`config.mk`:
```
export PLATFORM = sky130hd
export DESIGN_NAME = char_rom_arbiter
export DESIGN_NICKNAME = d
export VERILOG_FILES = /design/src/rtl/char_rom_arbiter.sv
export SDC_FILE = /design/constraint.sdc
export NUM_CORES = 1
export LEC_CHECK = 0
export ABC_AREA = 0
export BUFFER_PORTS_ARGS = -buffer_cell sky130_fd_sc_hd__clkbuf_2
export CORE_UTILIZATION = 45
export CTS_CLUSTER_DIAMETER = 120
export DETAILED_ROUTE_END_ITERATION = 8
export PLACE_DENSITY = 0.78
export SLEW_MARGIN = 15
export SYNTH_ARGS = -nofsm -noshare
export SYNTH_HDL_FRONTEND = slang
export SYNTH_SLANG_ARGS = --single-unit
```
`constraint.sdc`:
```
create_clock -name clk -period 1.95 [get_ports clk]
set_clock_uncertainty 0.15 [all_clocks]
set_input_delay 0.2925 -clock clk [delete_from_list [all_inputs] [get_ports clk]]
set_output_delay 0.2925 -clock clk [all_outputs]
set_load 0.01 [all_outputs]
```
`src/rtl/char_rom_arbiter.sv`:
```
// Two-requester arbiter in front of a shared character ROM with a fixed read latency.
// A tag pipeline routes each ROM result back to the requester that issued the read.
module char_rom_arbiter #(
  parameter int ROM_LAT    = 1,
  parameter int FIXED_PRIO = 0
) (
  input  logic       clk,
  input  logic       rst,
  input  logic       req0,
  input  logic       req1,
  input  logic [7:0] xy0,
  input  logic [7:0] xy1,
  output logic       ack0,
  output logic       ack1,
  output logic [7:0] rom_xy,
  input  logic [6:0] rom_code,
  output logic       rsp0_valid,
  output logic       rsp1_valid,
  output logic [6:0] rsp_code,
  output logic       busy
);

  logic             grant0;
  logic             grant1;
  logic             accept;
  logic             last_grant;
  logic [7:0]       xy_q;
  logic [6:0]       code_q;
  logic [ROM_LAT:0] vld_p;
  logic [ROM_LAT:0] id_p;

  // last_grant holds the id granted most recently; requester 0 wins a tie when it was 1.
  function automatic logic pick0(input logic r0, input logic r1, input logic lg);
    if (!r0)
      return 1'b0;
    if (!r1)
      return 1'b1;
    return (FIXED_PRIO != 0) || lg;
  endfunction

  always_comb begin
    grant0 = !rst && pick0(req0, req1, last_grant);
    grant1 = !rst && req1 && !grant0;
    accept = grant0 || grant1;
  end

  assign ack0   = grant0;
  assign ack1   = grant1;
  assign rom_xy = rst ? 8'h00 : (accept ? (grant1 ? xy1 : xy0) : xy_q);

  // Accept stage: arbitration state, held address and tag valids
  always_ff @(posedge clk) begin
    if (rst) begin
      last_grant <= 1'b1;
      xy_q       <= 8'h00;
      vld_p      <= '0;
    end else begin
      if (accept) begin
        last_grant <= grant1;
        xy_q       <= rom_xy;
      end
      vld_p <= {vld_p[ROM_LAT-1:0], accept};
    end
  end

  // Tag ids only matter where the matching valid bit is set
  always_ff @(posedge clk) begin
    id_p <= {id_p[ROM_LAT-1:0], grant1};
  end

  // Response stage: capture ROM data in the cycle it is valid for the oldest tag
  always_ff @(posedge clk) begin
    if (rst)
      code_q <= 7'h00;
    else if (vld_p[ROM_LAT-1])
      code_q <= rom_code;
  end

  assign rsp0_valid = !rst && vld_p[ROM_LAT] && !id_p[ROM_LAT];
  assign rsp1_valid = !rst && vld_p[ROM_LAT] &&  id_p[ROM_LAT];
  assign rsp_code   = rst ? 7'h00 : code_q;
  assign busy       = !rst && ((|vld_p) || accept);

endmodule

```
==> results.md, run 1 <==
* Status: finished, violations left
* Failing checks: setup timing
* Reg2Reg Launch Point: last_grant
* Syn-to-layout area delta at 38.1%
* Final Setup Violations at 7
* Fin area at approximately 0.0014 sq mm
* Avg Cell Area, Syn at 9.34 sq um
* Max Slew Vio Count at 0
* GP Congestion at 0.778
* Crit-path leading delay family: simple AND/OR/NAND/NOR gates
* Core area at 0.00200 sq mm
* Final hold vios at 0
* Register bit total from synthesis at 20
* Die area at approximately 0.0024 sq mm
* Initial antenna violation count at 0
* Post-Syn Instances at 105
* Reg2reg end: xy_q[5]
* # DRC at 0
* Worst hold slack at 0.0550 ns
* Period utilization at 105%
* GRT Total Usage at 21.9%
* Mapped Nets at 132
* Worst EP required at 1.51 ns
* Grt ovf at 0
* Synthesized area at 981 sq um
* Crit-path slowest cell: dfxtp_2
* Share of layout cells above drive strength 1 at roughly half
* H-tree depth at 1
* CP endpoint kind: output port
* Starting Density at 49.0%
* Post-synthesis sequential area ratio at 40.8%
* DRT iter0 DRCs at 16
* Synth area leaders: dfxtp_1, a2111oi_2, nor2_1
* Die width at a little under 50 um
* Row cnt at 16
* Die H at 48.7 um
* CTS tree: yes
* DRT Pass-1 Iters at 4
* Detailed-route wire length per cell at 13.7 um
* First-pass GRT wire length at 4020 um
* Vias per cell at 5.34
* Num CTS Buffers at 3
* Number of global-route vias before repair at 947
* CP arrival at 1.60 ns
* Port bufs at 46
* ANT nets after route at 0
* Hold Crit Class: in2reg
* Critical Path Start: last_grant
* Worst VDD drop at 0.490 mV
* Final Core Density at 67.7%
* CP Cell Sequence: and2_4, or2_4, a2111oi_4, buf_2
* Count of different cell masters after synthesis at 23
* Leakage power at about 0.00061 uW
* Final #Nets at 182
* Hold_sp: xy1[3]
* Later-pin clock latency in the skew report at around 0.3 ns
* I/O Pins at 47
* PwrDens at 733 mW/mm^2
* Final WL at 2480 um
* Worst R2R Path Depth at 4
* Final WS setup at -0.0900 ns
* Worst-Margin Slew at around 0.41 ns
* Post-synth top area share at just over 40%
* Rel. slew slack at 71.6%
* Crit-path max FO at 7
* WS Path Type: reg2out
* Cell count of the worst hold path at 2
* # diodes at 0
* Minimum clock period at 2.04 ns
* Via Count at 967
* Seq. cell area at 402 sq um
* Fmax at 490 MHz
* FILL cells at 174
* Crit start category: register
* CTS Buffer Depth at 2
* Maximum number of pins on one net before global-route repair at 38
* Synth area leader: dfxtp_1
* Clock root cell: clkbuf_4
* R2R Setup Slk at 0.36 ns
* CP Buf/Inv Count at 1
* Setup repair after global routing missed its margin: yes
* Worst-path clk slew at ~0.12 ns
* DP HPWL at ~1700 um
* Max-cap violations at 0
* Ys Warns at 0
* Area occupied by multi-input gates at 581 sq um
* Min-Delay Endpoint: xy_q[3]
* Slowest stage delay, CP at approximately 0.35 ns
* Clk sinks at 20
* DP Area at 0.00123 sq mm
registers in the layout, summed over array words and instances (netlist names):
| signal | cells |
|---|---|
| last_grant | 1 |
| id_p | 2 |
| vld_p | 2 |
| code_q | 7 |
| xy_q | 8 |
metrics by stage:
stage	TNS [ns]	cells	total power, uW	worst slack, ns
3_5_place_dp	0	174	644	0.0595
2_1_floorplan	0	105	576	0.129
3_3_place_gp	0	174	637	0.107
4_1_cts	-0.603	181	999	-0.0955
5_1_grt	-0.922	181	1030	-0.146
6_report	-0.502	181	993	-0.0900
worst reg2reg max path, delay by kind of cell, from the launching register on:
kind | cells | cell delay (ns)
AOI/OAI and AO/OA | 1 | 0.34
buffers and inverters | 1 | 0.16
DFF | 1 | 0.35
and+or+nand+nor | 2 | 0.48
area by class of cell:
type	count	area share, %
Clock buffer	3	1.66
Tap cell	27	2.49
Sequential cell	20	29.6
Multi-Input combinational cell	76	42.8
Clock inverter	1	2.22
Timing Repair Buffer	53	20.9
Inverter	1	0.277
cell families after synthesis:
family,after synthesis,share of synthesized area [%]
buffers and inverters,10,5.48
AO/OA/AOI/OAI,19,22.2
multiplexers,7,7.14
AND/OR/NAND/NOR,49,24.4
flip-flops,20,40.8
per-layer routing:
metal,global-route usage [%],up-vias,part of all wire (%)
met5,0,-,0
met4,10.3,0,2.5
met3,2.20,6,2.8
met2,40.5,24,53
met1,24.7,465,42
li1,-,472,-
repair_timing:
item | CTS | global route
setup buffers | 2 | 0
resized for setup | 6 | 8
gates cloned | 1 | 0
pin swaps | 1 | 0
hold buffers | 0 | 0
setup endpoints to repair | 8 | 8
power by group:
part	total [uW]	leakage [uW]	internal (uW)	switching (uW)
Sequential	447	0.000166	437	9.83
Combinational	207	0.000421	96.7	111
Clock	338	0.0000279	208	131
placed cells by master (no fill, tap or decap), types with 3 or more instances in the layout:
cell type and instances:
a2111oi_0 5, clkbuf_2 39, a2111oi_4 3, nor3_1 5, nor2_1 26, a2111oi_2 6, mux2i_1 7, buf_4 7
buf_2 7, dfxtp_1 19, clkbuf_4 3, nor2b_1 8
cells in the mapped netlist, drive strengths merged:
cell	instances
nor2b	8
or2	2
nand2	1
mux2i	7
nor3b	1
inv	1
nor2	26
a2111oi	14
a32oi	1
and3b	1
clkbuf	4
nor3	7
o2bb2ai	2
nand2b	2
and2	1
dfxtp	20
o21bai	1
a21oi	1
buf	5
worst max-delay path by stage:
| stage | slack (ns) | depth (start not counted) | to |
|---|---|---|---|
| floorplan | 0.13 | 5 | rom_xy[0] |
| finish | -0.09 | 4 | rom_xy[2] |
| detailed placement | 0.06 | 5 | rom_xy[2] |
| global placement | 0.11 | 5 | rom_xy[0] |
| global route | -0.15 | 4 | rom_xy[2] |
| CTS | -0.1 | 4 | rom_xy[4] |
(Power assumes the default switching activity.)
==> run 2: changes to the inputs <==
--- a/constraint.sdc
+++ b/constraint.sdc
@@ -4,2 +4,2 @@
 set_output_delay 0.2925 -clock clk [all_outputs]
-set_load 0.01 [all_outputs]
+set_load 0.02 [all_outputs]
==> results.md, run 2 (synthesis gave the netlist of run 1 again) <==
* Status: finished, violations left
* Failing checks: setup timing
* CTS Buffer Depth at 2 (unchanged)
* Reg2Reg Launch Point: last_grant
* Worst VDD drop at 0.450 mV (-8.1%)
* Leakage power at 0.000632 uW (+2.9%)
* DP HPWL at 1700 um (+1.2%)
* Period utilization at 105% (+0.32 points)
* # diodes at 0 (unchanged)
* First-pass GRT wire length at 4330 um (+7.6%)
* Die width at 48.7 um (unchanged)
* Fin area at 0.00145 sq mm (+6.8%)
* Syn-to-layout area delta at 47.6%
* Fmax at 489 MHz (-0.30%)
* Max reg flops at 8 (unchanged)
* # DRC at 0 (unchanged)
* Worst R2R Path Depth at 4 (unchanged)
* Clk sinks at 20 (unchanged)
* Commonest non-fill, non-tap cell in the layout: clkbuf_2
* GRT Total Usage at 23.1% (+1.3 points)
* Port bufs at 46 (unchanged)
* CP Cell Sequence: and2_4, or2_4, a2111oi_4, buf_4
* CP endpoint kind: output port
* Worst EP required at 1.51 ns (about the same)
* Crit-path max FO at 7 (unchanged)
* Share of layout cells above drive strength 1 at 50.3% (+2.3 points)
* Clock root cell: clkbuf_4
* # hold bufs at CTS at 0 (unchanged)
* Worst-Margin Slew at 0.435 ns (+0.0201 ns)
* Maximum number of pins on one net before global-route repair at 38 (unchanged)
* Max Slew Vio Count at 0 (unchanged)
* Final Core Density at 72.3% (+4.6 points)
* DP Area at 0.00123 sq mm (unchanged)
* Die H at 48.7 um (unchanged)
* CP arrival at 1.60 ns (about the same)
* Total power at 1040 uW (+4.4%)
* Rel. slew slack at 70.3% (-1.4 points)
* Final WL at 2610 um (+5.2%)
* DP Worst Slack at 0.0322 ns (-0.0273 ns)
* Final Setup Violations at 8 (+1)
* Crit-path slowest cell: dfxtp_2
* Most flops, register: xy_q
* PwrDens at 716 mW/mm^2 (-2.3%)
* Non-Filler Instances at 182 (+0.55%)
* H-tree depth at 1 (unchanged)
* Num CTS Buffers at 3 (unchanged)
* Minimum clock period at 2.05 ns (+0.00622 ns)
* GP Congestion at 0.777 (about the same)
* Detailed-route wire length per cell at 14.3 um (+4.7%)
* Max-cap violations at 0 (unchanged)
* Number of global-route vias before repair at 954 (+0.74%)
* Worst-path clk slew at 0.12 ns (about the same)
* Most frequent cells in the layout: clkbuf_2, nor2_1, dfxtp_1, buf_4, nor2b_1
* I/O Pins at 47 (unchanged)
* Biggest regs: xy_q (8), code_q (7)
* DRT iter0 DRCs at 17 (+1)
* Vias per cell at 5.55 (+4.0%)
* ANT nets after route at 0 (unchanged)
* Hold Crit Class: in2reg
* Starting Density at 49.0% (unchanged)
* Cell count of the worst hold path at 2 (unchanged)
* Final WS setup at -0.0962 ns (-0.00622 ns)
* Via Count at 1,011 (+4.6%)
* Row cnt at 16 (unchanged)
* Grt ovf at 0 (unchanged)
* Core area at 0.00200 sq mm (unchanged)
* Crit start category: register
* Final hold vios at 0 (unchanged)
* Later-pin clock latency in the skew report at 0.29 ns (about the same)
* Setup repair after global routing missed its margin: yes
* DRT Pass-1 Iters at 6 (+2)
* Initial antenna violation count at 0 (unchanged)
* Die area at 0.00237 sq mm (unchanged)
* Reg2reg end: xy_q[5]
* CTS tree: yes
* Slowest stage delay, CP at 0.34 ns (about the same)
* R2R Setup Slk at 0.35 ns (about the same)
* Min-Delay Endpoint: xy_q[3]
* Cells after DPL at 174 (unchanged)
* Final #Nets at 183 (+0.55%)
* Hold_sp: xy1[3]
* WS Path Type: reg2out
## run 2: changes by cell type in the layout (fill, tap and decap cells not counted)
cell,before,now
nor3_1,5,2
clkbuf_2,39,38
clkbuf_4,3,4
a2111oi_2,6,2
buf_2,7,0
a2111oi_4,3,7
buf_4,7,15
nor3_2,2,5
## run 2: how the worst max path moves through the flow
stage | startpoint | end | slack [ns] | depth (start not counted)
floorplan | rst | rom_xy[0] | -0.04 | 5
global placement | req0 | rom_xy[2] | 0.07 | 5
detailed placement | req0 | rom_xy[1] | 0.03 | 5
CTS | last_grant | rom_xy[1] | -0.11 | 4
global route | last_grant | rom_xy[1] | -0.17 | 4
finish | last_grant | rom_xy[1] | -0.1 | 4
## run 2: cell type report
class                   count  area, sq um
repair buffers             54          310
fillers                   151          554
clock inverters             1         30.0
multi-input cells          76          646
clock buffers               3         22.5
well taps                  27         33.8
inverters                   1         3.75
flip-flops and latches     20          402
## run 2: power breakdown
part	switching, uW	internal, uW
registers	10.6	437
logic	141	113
clock network	127	207
total	279	758
## run 2: critical path: cells and delay by family, from the launching register on
| family | cells | cell delay (ns) |
|---|---|---|
| flip-flops | 1 | 0.34 |
| AO/OA/AOI/OAI | 1 | 0.32 |
| buffers and inverters | 1 | 0.20 |
| AND/OR/NAND/NOR | 2 | 0.46 |
## run 2: what timing repair did
| item | CTS | global route |
|---|---|---|
| setup buffers | 3 | 0 |
| cloned | 1 | 0 |
| pin swaps | 1 | 0 |
| endpoints found under the setup margin | 8 | 8 |
| gates resized for setup | 15 | 14 |
## run 2: stage by stage
stage | setup TNS (ns) | hold slack (ns)
after detailed placement | 0 | 0.162
after global routing | -1.13 | 0.0506
final | -0.592 | 0.0649
after global placement | 0 | 0.160
after CTS | -0.726 | 0.0559
after floorplan | -0.276 | 0.160
## run 2: metal layers
layer  global-route usage (%)  vias up  part of all wire, %
met5                        0        -                    0
met4                     9.31        0                  1.0
met3                     2.20        2                  3.1
met2                     41.9       32                   55
met1                     27.7      492                   41
li1                         -      485                    -
